[config.mk]
export PLATFORM = sky130hd
export DESIGN_NAME = fetch_queue
export DESIGN_NICKNAME = d
export VERILOG_FILES = /design/src/rtl/fetch_queue_pkg.sv /design/src/rtl/fq_storage.sv /design/src/rtl/fetch_queue.sv
export SDC_FILE = /design/constraint.sdc
export NUM_CORES = 1
export LEC_CHECK = 0
export BUFFER_PORTS_ARGS = -buffer_cell sky130_fd_sc_hd__clkbuf_2
export CORE_UTILIZATION = 53
export CTS_CLUSTER_DIAMETER = 50
export CTS_CLUSTER_SIZE = 20
export DETAILED_ROUTE_END_ITERATION = 16
export GPL_TIMING_DRIVEN = 0
export PLACE_DENSITY_LB_ADDON = 0.12
export SLEW_MARGIN = 20
export SYNTH_ARGS = -nofsm -noshare
export SYNTH_HDL_FRONTEND = slang
export SYNTH_SLANG_ARGS = --single-unit
[constraint.sdc]
create_clock -name clk -period 3.84 [get_ports clk]
set_clock_uncertainty 0.2 [all_clocks]
set_input_delay 0.192 -clock clk [delete_from_list [all_inputs] [get_ports clk]]
set_output_delay 0.192 -clock clk [all_outputs]
set_load 0.01 [all_outputs]
[src/rtl/fetch_queue_pkg.sv]
// Shared constants and types for the instruction fetch queue.
package fetch_queue_pkg;
  localparam int InstW = 32;
  localparam logic [InstW-1:0] ZeroWord = '0;
  localparam int PcMaxW = 64;
  // Bit n set means MEM_W = n bytes per beat is supported.
  localparam logic [4:0] LegalMemW = 5'b10110;

  typedef struct packed {
    logic [InstW-1:0]  inst;
    logic [PcMaxW-1:0] pc;
  } fq_entry_t;

  function automatic logic mem_w_ok(input int w);
    return (w >= 0 && w <= 4) ? LegalMemW[w[2:0]] : 1'b0;
  endfunction
endpackage

[src/rtl/fq_storage.sv]
// Circular register array holding queued {inst, pc} entries; head is read combinationally.
module fq_storage #(
  parameter int DEPTH = 4,
  parameter int W     = 64
) (
  input  logic         clk_i,
  input  logic         rst_i,
  input  logic         clr_i,
  input  logic         we_i,
  input  logic         re_i,
  input  logic [W-1:0] wdata_i,
  output logic [W-1:0] rdata_o
);
  localparam int PW = $clog2(DEPTH);

  logic [DEPTH-1:0][W-1:0] mem_q;
  logic [PW-1:0]           wptr_q, rptr_q;

  always_ff @(posedge clk_i or posedge rst_i) begin
    if (rst_i) begin
      wptr_q <= '0;
      rptr_q <= '0;
    end else if (clr_i) begin
      wptr_q <= '0;
      rptr_q <= '0;
    end else begin
      if (we_i) wptr_q <= wptr_q + 1'b1;
      if (re_i) rptr_q <= rptr_q + 1'b1;
    end
  end

  // Data needs no reset: the top masks the head while the queue is empty.
  always_ff @(posedge clk_i) begin
    if (we_i && !clr_i) mem_q[wptr_q] <= wdata_i;
  end

  assign rdata_o = mem_q[rptr_q];
endmodule

[src/rtl/fetch_queue.sv]
// Instruction fetch queue: assembles 32-bit words from MEM_W-byte beats or cache hits.
// Define FETCH_QUEUE_BYPASS_EN to forward a completing push to id_* when the queue is empty.
module fetch_queue
  import fetch_queue_pkg::*;
#(
  parameter int MEM_W  = 1,
  parameter int DEPTH  = 4,
  parameter int ADDR_W = 32
) (
  input  logic                 clk,
  input  logic                 rst,
  input  logic                 rdy,
  input  logic                 flush,
  input  logic [ADDR_W-1:0]    flush_pc,
  output logic                 mem_req,
  input  logic                 mem_valid,
  input  logic [8*MEM_W-1:0]   mem_data,
  input  logic                 hit,
  input  logic [InstW-1:0]     hit_inst,
  output logic                 id_valid,
  input  logic                 id_ready,
  output logic [InstW-1:0]     id_inst,
  output logic [ADDR_W-1:0]    id_pc,
  output logic                 ovf
);
  localparam int Beats  = 4 / MEM_W;
  localparam int CntW   = (Beats > 1) ? $clog2(Beats) : 1;
  localparam int CountW = $clog2(DEPTH) + 1;
  localparam int EntW   = InstW + ADDR_W;
  localparam logic [CntW-1:0]   LastBeat = CntW'(Beats - 1);
  localparam logic [CountW-1:0] FullCnt  = CountW'(DEPTH);

  if (!mem_w_ok(MEM_W)) begin : g_bad_mem_w
    $error("fetch_queue: MEM_W must be 1, 2 or 4");
  end
  if (DEPTH < 2 || (DEPTH & (DEPTH - 1)) != 0) begin : g_bad_depth
    $error("fetch_queue: DEPTH must be a power of two >= 2");
  end

  logic [CountW-1:0] count_q, count_d;
  logic [CntW-1:0]   cnt_q, cnt_d;
  logic [InstW-1:0]  asm_q, asm_d;
  logic [ADDR_W-1:0] fpc_q, fpc_d;
  logic              ovf_q, ovf_d;

  logic              live, full, empty, pop_q, blocked, beat_acc, hit_acc;
  logic              push, byp, byp_take, we;
  logic [InstW-1:0]  asm_w, push_inst;
  logic [EntW-1:0]   head;

  always_comb begin
    live     = rdy && !flush;
    full     = (count_q == FullCnt);
    empty    = (count_q == '0);
    pop_q    = live && !empty && id_ready;
    blocked  = full && !pop_q;
    beat_acc = live && mem_valid;
    hit_acc  = live && hit && !mem_valid && (cnt_q == '0);

    asm_w = asm_q;
    asm_w[int'(cnt_q)*(8*MEM_W) +: 8*MEM_W] = mem_data;
    push_inst = hit_acc ? hit_inst : asm_w;
    push = ((beat_acc && cnt_q == LastBeat) || hit_acc) && !blocked;

`ifdef FETCH_QUEUE_BYPASS_EN
    byp = push && empty;
`else
    byp = 1'b0;
`endif
    byp_take = byp && id_ready;
    we       = push && !byp_take;

    count_d = count_q;
    if (we && !pop_q)      count_d = count_q + 1'b1;
    else if (pop_q && !we) count_d = count_q - 1'b1;

    cnt_d = cnt_q;
    asm_d = asm_q;
    if (beat_acc && !blocked) begin
      cnt_d = (cnt_q == LastBeat) ? '0 : cnt_q + 1'b1;
      asm_d = asm_w;
    end
    fpc_d = push ? fpc_q + ADDR_W'(4) : fpc_q;
    ovf_d = ovf_q | ((beat_acc || hit_acc) && blocked);

    // Redirect outranks everything, including a frozen pipeline.
    if (flush) begin
      count_d = '0;
      cnt_d   = '0;
      asm_d   = ZeroWord;
      fpc_d   = flush_pc;
    end else if (!rdy) begin
      count_d = count_q;
      cnt_d   = cnt_q;
      asm_d   = asm_q;
      fpc_d   = fpc_q;
    end
  end

  always_ff @(posedge clk or posedge rst) begin
    if (rst) begin
      count_q <= '0;
      cnt_q   <= '0;
      asm_q   <= ZeroWord;
      fpc_q   <= '0;
      ovf_q   <= 1'b0;
    end else begin
      count_q <= count_d;
      cnt_q   <= cnt_d;
      asm_q   <= asm_d;
      fpc_q   <= fpc_d;
      ovf_q   <= ovf_d;
    end
  end

  fq_storage #(.DEPTH(DEPTH), .W(EntW)) u_storage (
    .clk_i  (clk),
    .rst_i  (rst),
    .clr_i  (flush),
    .we_i   (we),
    .re_i   (pop_q),
    .wdata_i({push_inst, fpc_q}),
    .rdata_o(head)
  );

  always_comb begin
    mem_req  = !rst && live && (!full || pop_q);
    id_valid = !empty || byp;
    id_inst  = ZeroWord;
    id_pc    = '0;
    if (!empty) begin
      id_inst = head[EntW-1 -: InstW];
      id_pc   = head[ADDR_W-1:0];
    end else if (byp) begin
      id_inst = push_inst;
      id_pc   = fpc_q;
    end
  end

  assign ovf = ovf_q;
endmodule

After elaboration in Yosys (flattened, before gate mapping)
Index checks and enable logic that the tools add are counted.
- add/sub/neg operators: 7
- $mul: 0
- divide/modulo/power cells: 0
- order comparisons: 3
- eq/ne operators: 2
- shift-type cells: 2
- mux-type cells: 27
- bitwise operators: 1
- reductions and logical operators: 39
- operators by type and width (kind ; number):
    $mux W32 ; 9
    $bwmux W256 ; 1
    $bmux W64 S2 ; 1
    $demux W64 S2 ; 1
    $mux W64 ; 2
    $neg A5 Y33 ; 1
    $shift A8 B33 Y32 const A ; 1
    $shiftx A8 B33 Y32 ; 1
    $add A32 B3 Y32 const B ; 1
    $bwmux W32 ; 1
    $logic_and A1 B1 Y1 ; 18
    $mux W2 ; 8
    $mux W3 ; 4
    $logic_not A1 Y1 ; 8
    $reduce_bool A2 Y1 ; 4
    $add A2 B1 Y2 const B ; 3
    $lt A2 B3 Y1 const B ; 2
    $reduce_and A2 Y1 ; 3
    $add A3 B1 Y3 const B ; 1
    $eq A3 B3 Y1 const B ; 1
    $logic_not A3 Y1 ; 1
    $logic_or A1 B1 Y1 ; 3
    $reduce_bool A3 Y1 ; 1
    $sub A3 B1 Y3 const B ; 1
    other kinds (4) ; 4
- flip-flop bits (word level): 330
- bits in latches: 0
- RAM bits: 0
- memory bits (read-only): 0
- bits of input ports: 79
- word-level logic and storage cells: 92
- memories kept: 0

Longest topological paths before layout
Gate-level depths: netlist of the first run.
- depth after elaboration: 14
- mapped depth: 12

Cells and area by module
From an unflattened synthesis of the first run, not the netlist that was laid out.
- cell total of the unflattened synthesis: 927
- area total of the unflattened synthesis: 14293.7 um2
- modules (own cells, without submodules) (module ; instances ; cells an instance ; area each (um2) ; seq. area each (um2)):
    fq_storage ; 1 ; 360 ; 9524.1 ; 7787.5
    fetch_queue ; 1 ; 567 ; 4769.6 ; 1751.7

Worst setup path after synthesis of the first run
Ideal clock, no wire load.
- path type: register to register
- start point: reg cnt_q[0]
- end point: reg u_storage.mem_q[128] (netlist bit), enable pin
- setup time: 0.429 ns
- data arrival time: 3.237 ns
- data required time: 3.211 ns
- slack: -0.026 ns
- stages on the path, launching flop included: 7
- buffers on the path: 1
- cell sequence: dfrtp_1 -> inv_1 -> ha_1 -> nand3b_1 -> a211oi_2 -> clkbuf_1 -> and2_1
- word-level cells in the longest chain between the ends: 5
- ends and longest elaborated chain (item ; RTL line ; RTL):
    start: declaration ; fetch_queue.sv:41 ; logic [CntW-1:0] cnt_q, cnt_d;
    start signal: assignment ; fetch_queue.sv:109 ; cnt_q <= cnt_d;
    $eq A2 B2 Y1 or $logic_not A2 Y1 (tied branches) ; fetch_queue.sv:63, fetch_queue.sv:58 ;
    $logic_and A1 B1 Y1 (on tied branches) ; fetch_queue.sv:63, fetch_queue.sv:58 ;
    $logic_or A1 B1 Y1 * ; fetch_queue.sv:63 ; push = ((beat_acc && cnt_q == LastBeat) || hit_acc) && !blocked;
    $logic_and A1 B1 Y1 * ; fetch_queue.sv:63 ;
    $logic_and A1 B1 Y1 * ; fq_storage.sv:34 ; if (we_i && !clr_i) mem_q[wptr_q] <= wdata_i;
    end signal: indexed assignment ; fq_storage.sv:34 ;
    end: declaration ; fq_storage.sv:16 ; logic [DEPTH-1:0][W-1:0] mem_q;
Mark *: on every way between the ends. The rest lies on a longest branch, timed or not.
A chain may end at the register's enable or synchronous reset.

Worst setup path after layout of the first run
- start point: reg cnt_q[0]
- end point: reg u_storage.mem_q[107] (netlist bit), enable pin
The elaborated chain is that of the path after synthesis.

==> out/results.ini, run 1 <==
[run_status]
status=complete, but fails checks
violations=hold timing

[timing]
min_period_over_period_pct=92.95
drv_slew=0
rsz0062_at_grt=false
period_minus_slack_ns=3.569
hold_violations=1
setup_tns_ns=0
tightest_slew_ns=1.044
timing.fmax_mhz=280.2
setup_viol=0
relSlewSlack_pct=30.17
fin_hold_ws_ns=-0.002530

[placed_design]
placed_cell_area_um2=15350
port-buffer-count=136
place_hpwl_um=20280
place.gp.congestion=0.8163
place_inst=1394

[worst_setup_path]
setup.worst_path.end_class=flop
cp.arrival_ns=3.61
path_depth=7
r2r_end=u_storage.mem_q[107]$_DFFE_PP_
crit_path_end=u_storage.mem_q[107]$_DFFE_PP_
max_stage_delay_ns=0.60
ff2ff_path_depth=7
critPathLaunchType=flop
startpoint=cnt_q[0]$_DFFE_PP0P_
worstReg2RegStart=cnt_q[0]$_DFFE_PP0P_
required_ns=3.88
critPathTopFamily=buffers and inverters
slowest_stage=a211oi_2
crit_buf_inv=3
cp_max_fo=37
critical_path_class=reg -> reg
regToRegSetupSlack_ns=0.27
cp_cell_sequence=inv_1 > ha_1 > nand3b_1 > a211oi_2 > clkbuf_1 > and2_4 > buf_16

[synthesis]
synth_area_um2=14100
ys.warnings.count=0
synth_edf_count=256
syn_area_per_cell_um2=15.36
synth_fp_nets=1007
async_flop_share_pct=22.42
synth_ff_type=edfxtp_1
synth_most_common_cell=edfxtp_1
synthCells=918
synth.area.top_cells=edfxtp_1, dfrtp_1, mux4_2
yosys.area.top_type_share_pct=54.52
synth_cell_types=48
ys_seq_area_share_pct=67.65
synthTopCellsByCount=edfxtp_1, and2_1, dfrtp_1
synth_area_leader_cell=edfxtp_1
synth-seq-cells=330

[pwr]
leakage_nw=6.242
ir_drop_mv=0.3402
powerDensity_nw_per_um2=455.0

[clock_network]
post_cts_buffers=0
holdBufCountCts=74
cts_tree=done
clock_path_buffers=3
cts-root-buf=clkbuf_16
clk_pin_slew_ns=0.08
htreeDepth=1
cts_resized=0
cts_buffers=29
clkLatencyLatePin_ns=0.55
clock-sinks=330

[global_routing]
grt_antenna_before_repair=0
grt_pass1_vias=8683
track_usage_pct=24.04
grt_pass1_wl_um=48730
grt_start_max_net_pins=52
overflow=0

[drt]
via_count=8693
first_iter_violations=646
ant_nets=0
wl_um=31800
first_pass_iters=5
viasPerCell=5.712
drc=0
wl_per_cell_um=20.90

[floorplan]
core_um2=26060
die_w_um=165.1
io_pins=146
initial_utilization_pct=54.11
die_y_um=165.1
dieArea_um2=27260
rows=59

[finish]
final_area_um2=17090
final_nets=1253
areaGrowthSynthToFinish_pct=21.21
final_cells=1522
drive_gt1_share_pct=24.54

[hold_path]
hp-class=in -> async

[flow_run]
cap_viol_max_count=0

-- cells by family after synthesis --
kind of cell    count (synthesis)  synth area share, %
xor+xnor                       28                1.739
mux                            75                11.08
flops                         330                67.65
fa+ha+maj                      10               0.9406
compound gates                137                6.051
buf+inv                        70                1.970
simple gates                  268                10.57
-- sequential cells by signal, indices dropped and copies added, names as in the netlist --
name and count:
ovf 1, asm_q 32, fpc_q 32, u_storage.rptr_q 2
u_storage.mem_q 256, cnt_q 2, u_storage.wptr_q 2, count_q 3
-- power breakdown --
part,internal (mW),leakage (nW),switching [mW]
logic,0.355,2.38,0.424
clock network,1.59,0.483,1.39
registers,3.93,3.38,0.0852
-- per-stage QoR --
step | total power [mW] | util [%] | setup WS [ns]
after floorplan | 4.503 | - | 0.6623
after global placement | 4.799 | 58.35 | -0.4455
after detailed placement | 4.818 | 58.91 | 0.2491
after CTS | 7.824 | 65.56 | 0.2524
after global routing | 8.048 | 65.58 | 0.009671
final | 7.776 | 65.59 | 0.2706
-- worst register-to-register path, delay by kind of cell (launching register included) --
family	cells	cell delay [ns]
fa+ha+maj	1	0.30
simple gates	2	0.77
compound gates	1	0.60
buf+inv	3	0.91
flops	1	0.45
-- per-layer routing --
| layer | up-vias | GRT usage, % | wire length, um |
|---|---|---|---|
| li1 | 3980 | - | - |
| met1 | 4410 | 35.00 | 13970 |
| met2 | 250 | 38.55 | 15480 |
| met3 | 53 | 2.522 | 1556 |
| met4 | 0 | 7.381 | 794 |
| met5 | - | 0 | 0 |
-- cell type report --
| class | count | area [um2] |
|---|---|---|
| Sequential cell | 330 | 9539 |
| Fill cell | 1914 | 8967 |
| Multi-Input combinational cell | 518 | 4299 |
| Timing Repair Buffer | 215 | 1559 |
| Clock buffer | 30 | 729.5 |
| Tap cell | 335 | 419.2 |
| Clock inverter | 23 | 262.8 |
| Buffer | 59 | 236.5 |
| Inverter | 11 | 43.79 |
| Antenna cell | 1 | 2.502 |
-- worst min path at each step --
stage	startpoint	endpoint	depth (start not counted)
3_3_place_gp	flush_pc[12]	fpc_q[12]$_DFFE_PP0P_	3
4_1_cts	mem_data[5]	asm_q[29]$_DFFE_PP0P_	2
3_5_place_dp	rst	cnt_q[0]$_DFFE_PP0P_	2
2_1_floorplan	flush_pc[31]	fpc_q[31]$_DFFE_PP0P_	2
6_report	rst	asm_q[15]$_DFFE_PP0P_	3
5_1_grt	mem_data[5]	asm_q[29]$_DFFE_PP0P_	2
-- layout by cell type (no fill, tap or decap), drive strengths merged, types with 2 or more instances in the layout --
master       Yosys  routed
a21oi           40      40
and2            76      76
nor4b            2       2
and4             2       2
or4              3       3
dlygate4sd3      0      74
mux2             9       9
edfxtp         256     256
nor2b           35      35
clkbuf          37     203
xnor2           12      12
nor2            14      14
nand2           72      72
buf             22      27
bufinv           0       2
xor2            16      16
dfrtp           74      74
o21ai           57      57
ha               9       9
o31ai            3       3
nor3             9       9
and3             5       5
nand4           17      17
or3              4       4
nor4             9       9
nand3           12      12
nand2b           3       3
clkinv           0      12
a22o            32      32
mux2i            2       2
inv             11      19
mux4            64      64
Power figures use the tool's default switching activity.
==> inputs of run 2 (changes only) <==
Settings changed: CORE_MARGIN set to 2, CTS_BUF_LIST set to sky130_fd_sc_hd__clkbuf_16.
==> out/results.ini, run 2 (synthesized netlist as in run 1, its figures left out) <==
[placed_design]
pre_cts_ws_ns=0.2616
port-buffer-count=136
placed_cell_area_um2=15350
place.gp.congestion=0.8493
place_hpwl_um=20650

[worst_setup_path]
worstReg2RegStart=cnt_q[0]$_DFFE_PP0P_
required_ns=3.87
cp_max_fo=39
crit_path_end=u_storage.mem_q[162]$_DFFE_PP_
critPathLaunchType=flop
critical_path_class=reg -> reg
cp.arrival_ns=3.57
r2r_end=u_storage.mem_q[162]$_DFFE_PP_
ff2ff_path_depth=7
regToRegSetupSlack_ns=0.30
setup.worst_path.end_class=flop
startpoint=cnt_q[0]$_DFFE_PP0P_

[timing]
setup_viol=0
fin_hold_ws_ns=0.02309
relSlewSlack_pct=32.40
hold_violations=0
min_period_over_period_pct=92.20
period_minus_slack_ns=3.540
drv_slew=0
timing.fmax_mhz=282.5
setup_tns_ns=0
rsz0062_at_grt=false
setup_slack_ns=0.2997
tightest_slew_ns=1.006

[finish]
final_area_um2=17010
top_register=u_storage.mem_q
final_cell_mix=edfxtp_1, clkbuf_2, dlygate4sd3_1
largest_register_ffs=256
multi_input_area_um2=4299
final_nets=1253
final_common_cell=edfxtp_1
num-fill-cells=1932
drive_gt1_share_pct=24.07
areaGrowthSynthToFinish_pct=20.63
seq_area_um2=9539
top_regs=u_storage.mem_q x256, asm_q x32, fpc_q x32

[pwr]
power.switching_mw=1.881
p_sw_share_pct=24.77
powerDensity_nw_per_um2=446.4
leakage_nw=6.217
p_clk_share_pct=36.8
seq_power_share_pct=52.9
p_int_mw=5.713
ir_drop_mv=0.4220
total_power_mw=7.593
combinationalPowerShare_pct=10.3

[clock_network]
cts_buffers=27
clock_path_buffers=3
cts_resized=0
clk_pin_slew_ns=0.08
clkLatencyLatePin_ns=0.54
cts_tree=done
cts-root-buf=clkbuf_16
htreeDepth=1
clock-sinks=330

[global_routing]
overflow=0
grt_pass1_vias=8866
grt_start_max_net_pins=48
track_usage_pct=22.96
grt_pass1_wl_um=49440
grt_antenna_before_repair=0

[drt]
via_count=8730
drc=0
first_pass_iters=5
first_iter_violations=575
wl_per_cell_um=21.05
wl_um=31990
viasPerCell=5.743
ant_nets=0

[floorplan]
initial_utilization_pct=54.11
die_w_um=167.1
core_um2=26060
die_y_um=167.1
dieArea_um2=27930
io_pins=146
rows=59

[hold_path]
hp-class=in -> reg
hold_depth=3

[run_status]
status=complete, no violations

[flow_run]
cap_viol_max_count=0

==> run 2: changes by cell type in the layout (fill, tap and decap cells not counted), moves of 2 or more <==
cell           previous run  this run
inv_8                     3         7
clkinv_4                  5         2
clkinv_8                  3         0
clkbuf_16                29        27
dlygate4sd3_1            74        76
inv_1                    10        12
==> run 2: cell type report <==
type / instances / share of cell area [%]
Antenna cell: 1 / 0.01471
Timing Repair Buffer: 217 / 9.283
Clock buffer: 27 / 3.972
Multi-Input combinational cell: 518 / 25.27
Tap cell: 335 / 2.464
Clock inverter: 22 / 1.265
Buffer: 59 / 1.390
Sequential cell: 330 / 56.08
Inverter: 11 / 0.2574
==> run 2: worst max-delay path, cell delays in order, from the launching register on <==
cell and delay, ns:
dfrtp_1 0.45, inv_1 0.19, ha_1 0.30, nand3b_1 0.24
a211oi_2 0.57, clkbuf_1 0.43, and2_4 0.52, buf_16 0.30
==> run 2: repair_timing <==
item	in CTS	in global routing
buffers inserted	0	0
endpoints found under the hold margin	258	0
hold buffers	76	0
==> run 2: power by group through the flow <==
| stage | clock [mW] | sequential [mW] | combinational [mW] |
|---|---|---|---|
| global route | 2.98 | 4.03 | 0.863 |
| floorplan | 0 | 4.06 | 0.444 |
| CTS | 2.83 | 4.01 | 0.794 |
| global placement | 0 | 4.09 | 0.714 |
| finish | 2.79 | 4.01 | 0.786 |
| detailed placement | 0 | 4.09 | 0.730 |
==> run 2: through the flow <==
| step | instances | util (%) |
|---|---|---|
| 2_1_floorplan | 918 | - |
| 3_3_place_gp | 1389 | 58.35 |
| 3_5_place_dp | 1394 | 58.91 |
| 4_1_cts | 1519 | 65.25 |
| 5_1_grt | 1519 | 65.27 |
| 6_report | 1520 | 65.28 |
==> run 2: routing by layer <==
metal  GRT usage (%)  up-vias  routed length, um
met5               0        -                  0
met4           7.009        0                844
met3           2.647       60               1595
met2           36.95      254              15550
met1           33.56     4426              14000
li1                -     3990                  -
==> run 2: worst min path at each step <==
stage	start	slack, ns	endpoint
after global placement	flush_pc[12]	0.20	fpc_q[12]$_DFFE_PP0P_
after global routing	mem_data[2]	0.03	asm_q[18]$_DFFE_PP0P_
final	flush	0.02	fpc_q[31]$_DFFE_PP0P_
after detailed placement	rst	0.05	asm_q[6]$_DFFE_PP0P_
after CTS	mem_data[3]	0.006	asm_q[11]$_DFFE_PP0P_
after floorplan	flush_pc[31]	0.11	fpc_q[31]$_DFFE_PP0P_
